[src/rtl/mem_port_arbiter_pkg.sv]
// Shared encodings and widths for the unified-memory port arbiter.
package mem_port_arbiter_pkg;

  localparam int DEF_DATA_W = 32;
  localparam int LAT_CNT_W  = 4;

  typedef enum logic {
    ST_IDLE = 1'b0,
    ST_BUSY = 1'b1
  } state_e;

  typedef enum logic {
    OWN_IF = 1'b0,
    OWN_DM = 1'b1
  } owner_e;

endpackage

[src/rtl/mem_port_arbiter_perf.sv]
// Saturating stall-cycle counters for the fetch and data ports.
// Only instantiated when MEM_PORT_ARBITER_PERF_EN is defined.
module mem_port_arbiter_perf (
  input  logic        clk,
  input  logic        rst,
  input  logic        stall_if,
  input  logic        stall_mem,
  output logic [31:0] perf_if_stall,
  output logic [31:0] perf_dm_stall
);

  logic [31:0] if_cnt_q, if_cnt_d;
  logic [31:0] dm_cnt_q, dm_cnt_d;

  // Count stalled cycles, holding at all-ones instead of wrapping.
  always_comb begin
    if_cnt_d = if_cnt_q;
    dm_cnt_d = dm_cnt_q;
    if (stall_if && (if_cnt_q != '1)) if_cnt_d = if_cnt_q + 32'd1;
    if (stall_mem && (dm_cnt_q != '1)) dm_cnt_d = dm_cnt_q + 32'd1;
  end

  // Counter registers.
  always_ff @(posedge clk or posedge rst) begin
    if (rst) begin
      if_cnt_q <= '0;
      dm_cnt_q <= '0;
    end else begin
      if_cnt_q <= if_cnt_d;
      dm_cnt_q <= dm_cnt_d;
    end
  end

  assign perf_if_stall = if_cnt_q;
  assign perf_dm_stall = dm_cnt_q;

endmodule

[src/rtl/mem_port_arbiter.sv]
// Arbiter sharing one fixed-latency single-port memory between the fetch
// (IF) and load/store (DM) stages. Data wins ties unless data was the last
// owner, so fetch can never starve. Stall counters are built only when
// MEM_PORT_ARBITER_PERF_EN is defined; otherwise the perf ports read 0.
//
//   state   | meaning
//   --------+-------------------------------------------------------------
//   ST_IDLE | no access in flight; arbitrate at the next edge
//   ST_BUSY | access in flight; capture and pulse ready when cnt reaches 1
module mem_port_arbiter
  import mem_port_arbiter_pkg::*;
#(
  parameter int ADDR_W  = 8,
  parameter int DATA_W  = DEF_DATA_W,
  parameter int MEM_LAT = 2
) (
  input  logic              clk,
  input  logic              rst,
  input  logic              if_req,
  input  logic [ADDR_W-1:0] if_addr,
  output logic [DATA_W-1:0] if_rdata,
  output logic              if_ready,
  input  logic              dm_req,
  input  logic              dm_we,
  input  logic [ADDR_W-1:0] dm_addr,
  input  logic [DATA_W-1:0] dm_wdata,
  output logic [DATA_W-1:0] dm_rdata,
  output logic              dm_ready,
  output logic              mem_en,
  output logic              mem_we,
  output logic [ADDR_W-1:0] mem_addr,
  output logic [DATA_W-1:0] mem_wdata,
  input  logic [DATA_W-1:0] mem_rdata,
  output logic              stall_if,
  output logic              stall_mem,
  output logic [31:0]       perf_if_stall,
  output logic [31:0]       perf_dm_stall
);

  state_e                 state_q, state_d;
  owner_e                 owner_q, owner_d;
  owner_e                 last_q, last_d;
  logic [LAT_CNT_W-1:0]   cnt_q, cnt_d;
  logic                   mem_en_q, mem_en_d;
  logic                   mem_we_q, mem_we_d;
  logic [ADDR_W-1:0]      mem_addr_q, mem_addr_d;
  logic [DATA_W-1:0]      mem_wdata_q, mem_wdata_d;
  logic [DATA_W-1:0]      if_rdata_q, if_rdata_d;
  logic [DATA_W-1:0]      dm_rdata_q, dm_rdata_d;
  logic                   if_ready_q, if_ready_d;
  logic                   dm_ready_q, dm_ready_d;
  logic                   grant_dm, grant_if;

  // Data has priority except when it also owned the previous access.
  assign grant_dm = dm_req & (~if_req | (last_q == OWN_IF));
  assign grant_if = if_req & ~grant_dm;

  // Next-state and output decode; strobes default low every cycle.
  always_comb begin
    state_d     = state_q;
    owner_d     = owner_q;
    last_d      = last_q;
    cnt_d       = cnt_q;
    mem_en_d    = 1'b0;
    mem_we_d    = mem_we_q;
    mem_addr_d  = mem_addr_q;
    mem_wdata_d = mem_wdata_q;
    if_rdata_d  = if_rdata_q;
    dm_rdata_d  = dm_rdata_q;
    if_ready_d  = 1'b0;
    dm_ready_d  = 1'b0;
    case (state_q)
      ST_IDLE: begin
        if (grant_dm) begin
          owner_d     = OWN_DM;
          last_d      = OWN_DM;
          mem_we_d    = dm_we;
          mem_addr_d  = dm_addr;
          mem_wdata_d = dm_wdata;
        end else if (grant_if) begin
          owner_d    = OWN_IF;
          last_d     = OWN_IF;
          mem_we_d   = 1'b0;
          mem_addr_d = if_addr;
        end
        if (grant_dm || grant_if) begin
          mem_en_d = 1'b1;
          cnt_d    = LAT_CNT_W'(MEM_LAT);
          state_d  = ST_BUSY;
        end
      end
      ST_BUSY: begin
        cnt_d = cnt_q - LAT_CNT_W'(1);
        if (cnt_q <= LAT_CNT_W'(1)) begin
          state_d = ST_IDLE;
          if (owner_q == OWN_IF) begin
            if_rdata_d = mem_rdata;
            if_ready_d = 1'b1;
          end else begin
            dm_ready_d = 1'b1;
            if (!mem_we_q) dm_rdata_d = mem_rdata;
          end
        end
      end
      default: state_d = ST_IDLE;
    endcase
  end

  // State and output registers; reset abandons any in-flight access.
  always_ff @(posedge clk or posedge rst) begin
    if (rst) begin
      state_q     <= ST_IDLE;
      owner_q     <= OWN_IF;
      last_q      <= OWN_IF;
      cnt_q       <= '0;
      mem_en_q    <= 1'b0;
      mem_we_q    <= 1'b0;
      mem_addr_q  <= '0;
      mem_wdata_q <= '0;
      if_rdata_q  <= '0;
      dm_rdata_q  <= '0;
      if_ready_q  <= 1'b0;
      dm_ready_q  <= 1'b0;
    end else begin
      state_q     <= state_d;
      owner_q     <= owner_d;
      last_q      <= last_d;
      cnt_q       <= cnt_d;
      mem_en_q    <= mem_en_d;
      mem_we_q    <= mem_we_d;
      mem_addr_q  <= mem_addr_d;
      mem_wdata_q <= mem_wdata_d;
      if_rdata_q  <= if_rdata_d;
      dm_rdata_q  <= dm_rdata_d;
      if_ready_q  <= if_ready_d;
      dm_ready_q  <= dm_ready_d;
    end
  end

  assign mem_en    = mem_en_q;
  assign mem_we    = mem_we_q;
  assign mem_addr  = mem_addr_q;
  assign mem_wdata = mem_wdata_q;
  assign if_rdata  = if_rdata_q;
  assign dm_rdata  = dm_rdata_q;
  assign if_ready  = if_ready_q;
  assign dm_ready  = dm_ready_q;

  assign stall_if  = if_req & ~if_ready_q;
  assign stall_mem = dm_req & ~dm_ready_q;

`ifdef MEM_PORT_ARBITER_PERF_EN
  mem_port_arbiter_perf u_perf (
    .clk           (clk),
    .rst           (rst),
    .stall_if      (stall_if),
    .stall_mem     (stall_mem),
    .perf_if_stall (perf_if_stall),
    .perf_dm_stall (perf_dm_stall)
  );
`else
  assign perf_if_stall = 32'd0;
  assign perf_dm_stall = 32'd0;
`endif

endmodule

[config.mk]
export PLATFORM = sky130hd
export DESIGN_NAME = mem_port_arbiter
export DESIGN_NICKNAME = d
export VERILOG_FILES = /design/src/rtl/mem_port_arbiter_pkg.sv /design/src/rtl/mem_port_arbiter_perf.sv /design/src/rtl/mem_port_arbiter.sv
export SDC_FILE = /design/constraint.sdc
export NUM_CORES = 1
export LEC_CHECK = 0
export ABC_AREA = 1
export ABC_CLOCK_PERIOD_IN_PS = 3900
export CORE_MARGIN = 5
export CORE_UTILIZATION = 37
export CTS_CLUSTER_SIZE = 28
export DETAILED_ROUTE_END_ITERATION = 7
export PLACE_DENSITY = 0.86
export SETUP_SLACK_MARGIN = 0.1
export SYNTH_ARGS = -nofsm -noshare
export SYNTH_HDL_FRONTEND = slang
export SYNTH_HIERARCHICAL = 1
export SYNTH_SLANG_ARGS = --single-unit
[constraint.sdc]
create_clock -name clk -period 3.9 [get_ports clk]
set_input_delay 0.78 -clock clk [delete_from_list [all_inputs] [get_ports clk]]
set_output_delay 0.78 -clock clk [all_outputs]
set_load 0.1 [all_outputs]
==> flow_metrics.py <==
metrics = {
    "run_status": {
        "status": "completed",
    },
    "finish": {
        "syn_to_final_growth_pct": 46.63,
        "diodes": 0,
        "layout.nets": 866,
        "n_fill_cell": 1219,
        "drive_above_1_share_pct": 6.061,
    },
    "yosys": {
        "yosysMostFrequentCell": "nand2_1",
        "synth_top_area_cell": "dfrtp_1",
        "synth-seq-cells": 114,
        "yosys_warnings": 6,
        "syn_avg_cell_area_um2": 8.822,
        "syn_area_um2": 5214,
        "synth.top_cell.area_share_pct": 54.72,
        "synthTopCellsByCount": "222 x nand2_1, 114 x dfrtp_1, 67 x buf_4, 51 x inv_1, 32 x nand4_1",
        "ys_top_cells_by_area": "dfrtp_1 55%, nand2_1 16%, buf_4 9.6%, nand4_1 3.8%, inv_1 3.7%",
        "synthFlopType": "dfrtp_1",
        "seq_area_frac_synth_pct": 54.72,
        "synth-edff-count": 0,
        "synthDistinctLibCells": 28,
        "syn_inst": 591,
        "synthArstFlopShare_pct": 100.0,
    },
    "cts": {
        "cts-resized-gates": 0,
        "htreeDepth": 4,
        "cts_root_buffer": "clkbuf_16",
        "cts_buffers": 17,
        "clkSlewWorstSetupHoldPaths_ns": 0.05,
        "cts.path.max_buffers": 2,
        "clkLatencyLatePin_ns": 0.41,
        "clock-sinks": 114,
        "cts_tree": "done",
        "hold_buffers": 0,
        "post-cts-setup-buffers": 0,
    },
    "routing": {
        "dr.pass1.iters": 4,
        "wire_per_inst_um": 14.44,
        "first_iter_violations": 247,
        "routed_wirelength_um": 14040,
        "ant_nets": 0,
        "drc": 0,
        "via_per_inst": 4.507,
        "vias": 4381,
    },
    "sta": {
        "max-slew-margin-rel_pct": 28.73,
        "fin_skew_ns": 0.01142,
        "min_period_over_period_pct": 73.10,
        "setup_viol": 0,
        "worst_slew_pin_slew_ns": 1.069,
        "post-route-min-period_ns": 2.851,
        "hold_viol": 0,
        "rsz0062_at_grt": "false",
        "final.setup.tns_ns": 0,
        "slew_violations": 0,
        "max_freq_mhz": 350.8,
    },
    "critical_path": {
        "path_class": "flop to primary output",
        "cp.arrival_ns": 2.07,
        "cp_num_buf_inv": 1,
        "crit_chain": "clkdlybuf4s50_1",
        "crit_path_end_kind": "primary output",
        "worst_setup_path_start_kind": "flop",
        "crit_fanout": 3,
        "critPathSlowestCell": "clkdlybuf4s50_1",
        "critical-path-top-delay-family": "buffers and inverters",
        "slowest_delay_ns": 1.20,
        "worstPathRequired_ns": 3.12,
    },
    "floorplanning": {
        "die_area_um2": 16570,
        "ios": 259,
        "fp.dieH_um": 128.7,
        "start_util_pct": 37.71,
        "placement_rows": 43,
        "die_w_um": 128.7,
        "core_area_um2": 13830,
    },
    "global_route": {
        "grt_start_max_net_pins": 67,
        "grt_pass1_wl_um": 21980,
        "use_met1_pct": 21.01,
        "grt_pass1_vias": 4217,
        "top_usage_layer": "met2",
        "met3_usage_pct": 5.770,
        "use_met2_pct": 26.55,
        "grt-ovfl-total": 0,
        "antenna_found_initial": 0,
        "grt.total_usage_pct": 16.76,
    },
    "place": {
        "dp_hpwl_um": 9770,
        "globalplace.congestion": 0.8126,
        "place.port_buffers": 194,
    },
    "flow_run": {
        "drv_cap": 0,
    },
    "min_path": {
        "min_path_type": "flop to flop",
    },
}
## final timing paths
path                                  start       endpoint  slack [ns]  cells past startpoint
worst max-delay path                 mem_we         mem_we        1.05                      1
worst min-delay path            dm_rdata[8]    dm_rdata[8]        0.47                      2
worst max register to register      state_q    dm_rdata[9]        1.60                      5
worst min register to register  dm_rdata[8]    dm_rdata[8]        0.47                      2
max in group asynchronous               rst   if_rdata[13]        2.36                      3
min in group asynchronous               rst  mem_wdata[26]        0.82                      2
## cell families (layout without fill, tap and decap cells)
group	after synthesis	in the layout	synth area share, %
adders and majority gates	2	2	0.4799
other	1	64	0.07193
and+or+nand+nor	287	287	24.07
AOI/OAI and AO/OA	39	39	3.792
buffers and inverters	147	285	16.70
DFF	114	114	54.72
xor gates and xnor gates	1	1	0.1680
## layout by cell type (no fill, tap or decap), drive strengths merged
| cell | n |
|---|---|
| nand2 | 224 |
| clkdlybuf4s50 | 192 |
| dfrtp | 114 |
| conb | 64 |
| inv | 54 |
| o21ai | 38 |
| nand4 | 33 |
| clkbuf | 21 |
| nand3 | 11 |
| nor2 | 9 |
| nand3b | 8 |
| buf | 7 |
| bufinv | 5 |
| clkinv | 5 |
| ha | 2 |
| nor3 | 1 |
| nor4 | 1 |
| a22oi | 1 |
| xor2 | 1 |
| clkinvlp | 1 |
## tightest hold or removal path, delay by kind of cell, from the launching register on
kind / cells / cell delay (ns)
and+or+nand+nor: 2 / 0.10
DFF: 1 / 0.34
## through the flow
step | hold WS [ns] | cells | setup slack, ns | utilization (%) | instance area (um^2)
after floorplan | 0.4806 | 654 | 0.1043 | - | 5450
after global placement | 0.4524 | 940 | 0.9014 | 50.64 | 7002
after detailed placement | 0.4570 | 940 | 0.7157 | 50.64 | 7002
after CTS | 0.4701 | 972 | 1.004 | 55.29 | 7645
after global routing | 0.4878 | 972 | 0.8193 | 55.29 | 7645
final | 0.4666 | 972 | 1.049 | 55.29 | 7645
## layout make-up
class	instances	area, um^2	area share, %
clock buffers	21	460.4	6.023
clock inverters	11	182.7	2.390
inverters	54	210.2	2.750
multi-input cells	393	1727	22.59
flip-flops and latches	114	2853	37.32
well taps	180	225.2	2.946
repair buffers	199	1987	25.99
## flip-flops by register name, summed over array words and instances, names as in the netlist
| register | flops |
|---|---|
| dm_rdata | 32 |
| cnt_q | 4 |
| if_ready | 1 |
| mem_we | 1 |
| dm_ready | 1 |
| last_q | 1 |
| if_rdata | 32 |
| mem_en | 1 |
| state_q | 1 |
| mem_wdata | 32 |
| mem_addr | 8 |
## layer usage
| layer | part of all wire [%] | routed length (um) |
|---|---|---|
| met1 | 42 | 5855 |
| met3 | 9.1 | 1282 |
| met5 | 0 | 0 |
| met2 | 47 | 6618 |
| met4 | 2.0 | 283 |
Power is not shown: default switching activity piles up to over one toggle a cycle in this logic, so the estimate is an artifact.
